`src/rtl/trace_pkg.sv`:
```
// trace_pkg: shared definitions for the pipeline trace buffer.
// Holds the trace FSM state encoding and the timestamp width used when
// TRACE_TIMESTAMP_EN is defined.
package trace_pkg;

  localparam int TS_W = 16;

  typedef enum logic [1:0] {
    ST_IDLE = 2'd0,
    ST_PRE  = 2'd1,
    ST_POST = 2'd2,
    ST_DONE = 2'd3
  } trace_state_t;

endpackage

```
`src/rtl/trace_ram.sv`:
```
// trace_ram: DEPTH x ENTRY_W storage for the trace buffer.
// One synchronous write port and one registered read port; contents and
// the read register are deliberately not reset.
module trace_ram #(
  parameter int DEPTH   = 16,
  parameter int ENTRY_W = 20,
  parameter int AW      = $clog2(DEPTH)
) (
  input  logic               clk,
  input  logic               we,
  input  logic [AW-1:0]      waddr,
  input  logic [ENTRY_W-1:0] wdata,
  input  logic               re,
  input  logic [AW-1:0]      raddr,
  output logic [ENTRY_W-1:0] rdata
);

  logic [ENTRY_W-1:0] mem [DEPTH];

  // Write the captured sample and register the popped entry on the same edge
  always_ff @(posedge clk) begin
    if (we) begin
      mem[waddr] <= wdata;
    end
    if (re) begin
      rdata <= mem[raddr];
    end
  end

endmodule

```
`src/rtl/pipe_trace_buffer.sv`:
```
// pipe_trace_buffer: circular capture of per-stage pipeline PC tags.
// Records pc_bus each qualified cycle while armed, keeps POST_TRIG samples
// after a stage-0 trigger match, then allows oldest-first readout.
// Optional macro TRACE_TIMESTAMP_EN appends a 16-bit free-running cycle
// counter in the MSBs of every entry.
module pipe_trace_buffer
  import trace_pkg::*;
#(
  parameter int NUM_STAGES = 5,
  parameter int TAG_W      = 4,
  parameter int DEPTH      = 16,
  parameter int POST_TRIG  = 8,
  parameter int CNT_W      = $clog2(DEPTH) + 1,
`ifdef TRACE_TIMESTAMP_EN
  localparam int ENTRY_W   = NUM_STAGES * TAG_W + TS_W
`else
  localparam int ENTRY_W   = NUM_STAGES * TAG_W
`endif
) (
  input  logic                        clk,
  input  logic                        rst,
  input  logic [NUM_STAGES*TAG_W-1:0] pc_bus,
  input  logic                        sample_en,
  input  logic                        arm,
  input  logic                        abort,
  input  logic [TAG_W-1:0]            trig_tag,
  input  logic                        rd_req,
  output logic [ENTRY_W-1:0]          rd_data,
  output logic                        rd_valid,
  output logic [CNT_W-1:0]            count,
  output logic [1:0]                  state,
  output logic                        done
);

  localparam int AW = $clog2(DEPTH);

  trace_state_t       st, st_nxt;
  logic [AW-1:0]      wr_ptr, rd_ptr;
  logic [CNT_W-1:0]   cnt, post_cnt;
  logic               valid_q;
  logic [ENTRY_W-1:0] entry, ram_q;
  logic               capture, trig_hit, leave, we, pop;
  logic [AW-1:0]      waddr;

`ifdef TRACE_TIMESTAMP_EN
  logic [TS_W-1:0] ts;

  // Free-running cycle counter stamped into each entry, independent of sample_en
  always_ff @(posedge clk or negedge rst) begin
    if (!rst) begin
      ts <= '0;
    end else begin
      ts <= ts + 1'b1;
    end
  end

  assign entry = {ts, pc_bus};
`else
  assign entry = pc_bus;
`endif

  // A restart owns the cycle: the arm sample becomes entry 0 and nothing else happens
  assign capture  = sample_en && ((st == ST_PRE) || (st == ST_POST));
  assign trig_hit = (st == ST_PRE) && sample_en && (pc_bus[TAG_W-1:0] == trig_tag);
  assign leave    = abort && (st != ST_IDLE);
  assign we       = arm ? sample_en : (capture && !leave);
  assign waddr    = arm ? '0 : wr_ptr;
  assign pop      = !arm && !leave && (st == ST_DONE) && rd_req && (cnt != '0);

  trace_ram #(
    .DEPTH   (DEPTH),
    .ENTRY_W (ENTRY_W),
    .AW      (AW)
  ) u_ram (
    .clk   (clk),
    .we    (we),
    .waddr (waddr),
    .wdata (entry),
    .re    (pop),
    .raddr (rd_ptr),
    .rdata (ram_q)
  );

  // State register
  always_ff @(posedge clk or negedge rst) begin
    if (!rst) begin
      st <= ST_IDLE;
    end else begin
      st <= st_nxt;
    end
  end

  // Next-state: arm beats abort, abort beats the trigger and window logic
  always_comb begin
    st_nxt = st;
    if (arm) begin
      st_nxt = ST_PRE;
    end else if (leave) begin
      st_nxt = ST_IDLE;
    end else begin
      case (st)
        ST_PRE: begin
          if (trig_hit) begin
            st_nxt = (POST_TRIG == 0) ? ST_DONE : ST_POST;
          end
        end
        ST_POST: begin
          if (capture && (post_cnt == CNT_W'(1))) begin
            st_nxt = ST_DONE;
          end
        end
        default: st_nxt = st;
      endcase
    end
  end

  // Pointers, occupancy and post-trigger window; abort freezes all of them
  always_ff @(posedge clk or negedge rst) begin
    if (!rst) begin
      wr_ptr   <= '0;
      rd_ptr   <= '0;
      cnt      <= '0;
      post_cnt <= '0;
      valid_q  <= 1'b0;
    end else begin
      valid_q <= pop;
      if (arm) begin
        wr_ptr   <= sample_en ? AW'(1) : '0;
        rd_ptr   <= '0;
        cnt      <= sample_en ? CNT_W'(1) : '0;
        post_cnt <= '0;
      end else if (!leave) begin
        if (we) begin
          wr_ptr <= wr_ptr + 1'b1;
          if (cnt == CNT_W'(DEPTH)) begin
            rd_ptr <= rd_ptr + 1'b1;
          end else begin
            cnt <= cnt + 1'b1;
          end
        end
        if (trig_hit) begin
          post_cnt <= CNT_W'(POST_TRIG);
        end else if ((st == ST_POST) && capture) begin
          post_cnt <= post_cnt - 1'b1;
        end
        if (pop) begin
          rd_ptr <= rd_ptr + 1'b1;
          cnt    <= cnt - 1'b1;
        end
      end
    end
  end

  // Outputs; rd_data reads zero whenever no popped entry is being presented
  always_comb begin
    state    = st;
    done     = (st == ST_DONE);
    count    = cnt;
    rd_valid = valid_q;
    rd_data  = valid_q ? ram_q : '0;
  end

endmodule
```
`config.mk`:
```
export PLATFORM = sky130hd
export DESIGN_NAME = pipe_trace_buffer
export DESIGN_NICKNAME = d
export VERILOG_FILES = /design/src/rtl/trace_pkg.sv /design/src/rtl/trace_ram.sv /design/src/rtl/pipe_trace_buffer.sv
export SDC_FILE = /design/constraint.sdc
export NUM_CORES = 1
export LEC_CHECK = 0
export BUFFER_PORTS_ARGS = -buffer_cell sky130_fd_sc_hd__buf_4
export CAP_MARGIN = 20
export CORE_MARGIN = 3
export CORE_UTILIZATION = 50
export CTS_BUF_LIST = sky130_fd_sc_hd__clkbuf_8 sky130_fd_sc_hd__clkbuf_16
export DETAILED_ROUTE_END_ITERATION = 8
export PLACE_DENSITY_LB_ADDON = 0.3
export SLEW_MARGIN = 15
export SYNTH_ARGS = -nofsm -noshare
export SYNTH_HDL_FRONTEND = slang
export SYNTH_HIERARCHICAL = 1
export SYNTH_SLANG_ARGS = --single-unit
```
`constraint.sdc`:
```
create_clock -name clk -period 5.7 [get_ports clk]
set_clock_uncertainty 0.15 [all_clocks]
set_input_delay 0.57 -clock clk [delete_from_list [all_inputs] [get_ports clk]]
set_output_delay 0.57 -clock clk [all_outputs]
set_load 0.005 [all_outputs]
```
# Word level (Yosys, flattened, before mapping)
# Memory sizes are Yosys's and may differ from the RTL's. A register that Yosys moved wholly into a read port is not among the register bits.
# Cells that the tools add are included.
[totals]
register_bits = 21
mem_bits_rw = 320
inputBits = 30
output_inout_bits = 29
word_cells = 77
n_memories = 1
[memory_table]
columns = ["name", "words", "word_bits", "rd", "rd_clocked_by_memory_dff", "write_ports", "line_no", "source"]
rows = [
  ["u_ram.mem", 16, 20, 1, 1, 1, "trace_ram.sv:18", "logic [ENTRY_W-1:0] mem [DEPTH];"],
]
[classes]
add_sub_neg = 5
n_eq_ne = 10
muxes = 29
reduce_logical = 26
[op_table]
columns = ["cell", "n"]
rows = [
  ["$mux 5", 9],
  ["$mux 4", 9],
  ["$mux 20", 1],
  ["$logic_and 1x1->1", 11],
  ["$sub 5x1->5 const B", 2],
  ["$reduce_and 3->1", 3],
  ["$reduce_bool 3->1", 3],
  ["$add 4x1->4 const B", 2],
  ["$mux 2", 4],
  ["$add 5x1->5 const B", 1],
  ["$eq 5x1->1 const B", 1],
  ["$eq 5x5->1 const B", 1],
  ["$mux 1", 5],
  ["$reduce_bool 5->1", 1],
  ["$eq 2x2->1 const B", 2],
  ["$eq 4x4->1", 1],
  ["$ne 4x3->1 const B", 1],
  ["$ne 4x4->1 const B", 1],
  ["$pmux 2 s2", 1],
  ["$reduce_and 2->1", 2],
  ["$reduce_bool 2->1", 2],
  ["$reduce_bool 4->1", 1],
  ["$ne 3x3->1 const B", 1],
  ["$eq 2x1->1 const B", 1],
  ["other kinds (3)", 4],
]

# Longest topological paths before layout
[logic_depth]
depth_word = 10
depth_mapped = 12
mapped_depth_nobuf = 12

# Modules after synthesis
# The synthesis kept the hierarchy.
[by_module_without_submodules]
columns = ["mod", "instances", "cells_each", "area_per_inst_um2", "seq_area_each_um2"]
rows = [
  ["trace_ram", 1, 533, 12731.0, 10209.8],
  ["pipe_trace_buffer", 1, 180, 1615.3, 525.5],
]

# Worst setup path after synthesis
# No wires, ideal clock.
[synth_timing]
path_kind = "input to register"
startpoint = "input port arm"
endpoint = "memory u_ram.mem[0][0] (enable)"
setup_time_ns = 0.422
arrival_time_ns = 3.136
required_time_ns = 5.128
setup_slack_ns = 1.992
cell_stages = 6
n_path_buf = 2
path_cell_list = "clkbuf_1 -> clkbuf_1 -> nand2_1 -> nand2_1 -> or3b_2 -> nor3_1"
[synth_via]
elab_chain_cells = 3
word_cells_on_any_way = 4
cone_classes = "mux (4)"
[synth_rtl]
columns = ["element", "line_no", "source"]
rows = [
  ["from (decl)", "pipe_trace_buffer.sv:24", "input logic arm,"],
  ["$mux 1", "pipe_trace_buffer.sv:66", "assign we = arm ? sample_en : (capture && !leave);"],
  ["named net we", "pipe_trace_buffer.sv:42", "logic capture, trig_hit, leave, we, pop;"],
  ["$mux 1", "trace_ram.sv:22", "if (we) begin"],
  ["$mux 1 (not written as such)", "trace_ram.sv:23", "mem[waddr] <= wdata;"],
  ["to (decl)", "trace_ram.sv:18", ""],
]
# The timed path passes the listed nets, and every way through them passes these cells.

# Worst setup path in the final report
[layout_timing]
startpoint = "register st[0] (netlist: state[0])"
endpoint = "register cnt[4] (netlist: count[4])"
[layout_via]
elab_chain_cells = 10
word_cells_on_any_way = 21
cone_classes = "eq/ne (5); mux (4); reduce/logical (12)"
[layout_rtl]
columns = ["element", "line_no", "source"]
rows = [
  ["from (decl)", "pipe_trace_buffer.sv:37", "trace_state_t st, st_nxt;"],
  ["from (signal assigned)", "pipe_trace_buffer.sv:89", "st <= st_nxt;"],
  ["$reduce_bool 2->1", "pipe_trace_buffer.sv:65", "assign leave = abort && (st != ST_IDLE);"],
  ["$logic_and 1x1->1", "pipe_trace_buffer.sv:65", ""],
  ["$logic_not 1->1", "-", ""],
  ["$logic_and 1x1->1", "pipe_trace_buffer.sv:68", "assign pop = !arm && !leave && (st == ST_DONE) && rd_req && (cnt != '0);"],
  ["$logic_and 1x1->1 * (3 in series)", "pipe_trace_buffer.sv:68", ""],
  ["named net pop", "pipe_trace_buffer.sv:42", ""],
  ["$mux 5", "pipe_trace_buffer.sv:146", "if (pop) begin"],
  ["$mux 5", "pipe_trace_buffer.sv:132", "end else if (!leave) begin"],
  ["$mux 5", "pipe_trace_buffer.sv:127", "if (arm) begin"],
  ["to (signal assigned)", "pipe_trace_buffer.sv:130", "cnt <= sample_en ? CNT_W'(1) : '0;"],
  ["to (signal assigned)", "pipe_trace_buffer.sv:138", "cnt <= cnt + 1'b1;"],
  ["to (signal assigned)", "pipe_trace_buffer.sv:148", "cnt <= cnt - 1'b1;"],
  ["to (decl)", "pipe_trace_buffer.sv:39", "logic [CNT_W-1:0] cnt, post_cnt;"],
]
# Mark *: on every way through the listed nets, which the timed path passes. The rest lies on a longest branch. The select of a mux whose other input is x is not followed.
# A chain may end at the register's enable or synchronous reset.

==> out/qor.txt <==
Via Count: 7,168
global-route wire length before repair: 44,540 um
worst hold path class: in -> reg
Critical Path Start Type: flip-flop
CTS max path bufs: 3
H-tree depth: 2
RSZ-0062 raised after global routing: false
Rel. slew slack: 21.66%
All-Layer GR Usage: 19.09%
post-DP HPWL: 17,290 um
Worst EP arrival: 3.98 ns
Layout area overhead: 14.55%
largest net degree at the start of global routing: 48
Setup CP Type: reg -> reg
gr ovfl total: 0
worst-path fanout max: 24
Final GP Congestion: 0.7971
Post-Route Setup TNS: 0 ns
WP data required: 5.98 ns
# clock sinks: 361
area leader, netlist: edfxtp_1
Slew @ Worst Pin: 1.175 ns
port buffer count: 58
clock tree from TritonCTS: built
fin crit share: 64.92%
endpoints failing setup: 0
Num CTS Buffers: 36
EDFF count, synth: 340
status: complete, no violations
number of distinct library cells after synthesis: 52
ys flop type: edfxtp_1
Pre-Repair DR Iteration Count: 7
leakage: 5.418 nW
Clock Latency Late Sink: 0.50 ns
initial antenna violation count: 0
Top delay family on crit path: simple AND/OR/NAND/NOR gates
Initial DRC Count: 634
PostCTS Resize Cnt: 0
synth warn: 6
fin util: 58.67%
final slew viol count: 0
Synth Register Bits: 361
vias per cell: 5.993
Placement Rows: 61
post-synthesis sequential area ratio: 74.83%
Reg clk slew, reported paths: 0.06 ns
initial core utilization: 51.22%
fmax: 270.2 MHz
root buf cell: clkbuf_16
Mean Syn Cell Area: 20.12 sq um
Cell Pwr Density: 351.9 nW/um^2
Final Critical Period: 3.701 ns
Cell Chain, Critical Path: inv_1, ha_1, nand2b_2, nand2b_4, or2_2, inv_1, ha_1, nand2b_1, a21oi_1, or3_1, a21o_1, a31oi_1
CP Buf/Inv Count: 2
share of layout cells above drive strength 1: 27.02%
Die Area: 30,760 sq um
die width: 175.4 um
post-synth top area share: 71.17%
most instantiated cells after synthesis: edfxtp_1, mux4_2, a22oi_1, nand2_1, nor2_1
vias in the first global route: 7,426
max-cap violation count: 0
slowest cell on the critical path: inv_1
core box area: 28,010 sq um
Synth area leaders: edfxtp_1, mux4_2, dfrtp_1, mux4_1, a22oi_1
async set-reset flop share out of synthesis: 5.817%
Mapped Cells: 713
syn_nets: 755
Slowest Stage Delay on Critical Path: 0.76 ns
drt total wl: 28,830 um
Tot Pwr: 5.782 mW
Die Y: 175.4 um
drt wl/cell: 24.11 um
Hold Violations, Final: 0
nets@finish: 835
most frequent cell after synthesis: edfxtp_1
Synth Cell Area: 14,350 sq um
Worst VDD drop: 0.1667 mV
Routed Antenna Nets: 0
Critical Path Sink Type: flip-flop
DRC: 0
IO Count: 59
ant diodes: 0
-- power by group --
| group | total (mW) | leakage [nW] | internal, mW | switching [mW] |
|---|---|---|---|---|
| registers | 3.04 | 3.35 | 2.98 | 0.0657 |
| clock network | 2.23 | 0.566 | 1.31 | 0.914 |
| logic | 0.514 | 1.50 | 0.260 | 0.255 |
| total | 5.78 | 5.42 | 4.55 | 1.23 |
-- final timing paths --
| path | depth (start not counted) | slack, ns | to | start |
|---|---|---|---|---|
| worst min-delay path | 1 | 0.21 | u_ram/mem[14][4] | pc_bus[4] |
| worst max register to register | 12 | 2.00 | count[4] | state[0] |
| worst min register to register | 2 | 0.43 | post_cnt[3] | post_cnt[3] |
| min in group asynchronous | 2 | 0.34 | state[1] | rst |
| worst max-delay path | 12 | 2.00 | count[4] | state[0] |
| max in group asynchronous | 2 | 4.80 | rd_ptr[0] | rst |
-- sequential cells by signal, indices dropped and copies added (netlist names) --
name and flops:
wr_ptr 4, rd_valid 1, count 5, u_ram/mem 320
post_cnt 5, u_ram/rdata 20, state 2, rd_ptr 4
-- cell usage in the layout, fill, tap and decap left out, drive strengths merged, types with 2 or more instances in the layout --
cell      netlist  routed
a211oi          3       3
a21o            3       3
a21oi           8       8
a22oi          40      40
a31oi           2       2
and2           22      22
buf            12      76
bufinv          0       3
clkbuf         23      37
clkinv          0      14
clkinvlp        0       2
dfrtp          21      21
edfxtp        340     340
ha             11      11
inv            11      18
mux2            3       3
mux2i           4       4
mux4           80      80
nand2          31      31
nand2b          5       5
nand3           7       7
nand3b          3       3
nand4           3       3
nor2           28      28
nor2b           8       8
nor3            8       8
nor4            2       2
o21ai           6       6
or2             2       2
xnor2          11      11
xor2            2       2
-- timing repair --
item / 4_1_cts / 5_1_grt
setup buffers: 0 / 0
endpoints found under the hold margin: 21 / 0
hold buffers: 1 / 0
-- stage by stage --
stage / instances / instance area (sq um) / setup slack [ns] / hold WS [ns]
after floorplan: 713 / 14350 / 1.992 / 0.1244
after global placement: 1130 / 15260 / 2.098 / 0.3155
after detailed placement: 1131 / 15270 / 1.929 / 0.3216
after CTS: 1195 / 16410 / 1.978 / 0.1869
after global routing: 1196 / 16430 / 1.788 / 0.2068
final: 1196 / 16430 / 1.999 / 0.2054
-- routing by layer --
layer,track usage [%],up-vias,share of wire (%)
met1,27.49,3768,42
met5,0,-,0
met3,3.070,46,6.3
met2,30.71,278,49
met4,5.618,0,2.3
li1,-,3076,-
-- cell families (layout without fill, tap and decap cells) --
kind of cell	Yosys count	in the layout	synth area share, %
xor+xnor	13	13	0.7937
fa+ha+maj	12	12	1.099
simple gates	124	124	4.588
flops	361	361	74.83
compound gates	70	70	3.524
mux	87	87	13.54
buf+inv	46	151	1.622
-- cell type report --
class | instances | area, sq um
clock buffers | 37 | 925.9
clock inverters | 26 | 198.9
fillers | 1997 | 11580
inverters | 11 | 41.29
multi-input cells | 306 | 3458
flip-flops and latches | 361 | 10740
well taps | 378 | 473.0
repair buffers | 77 | 595.6
(Power assumes the default switching activity.)
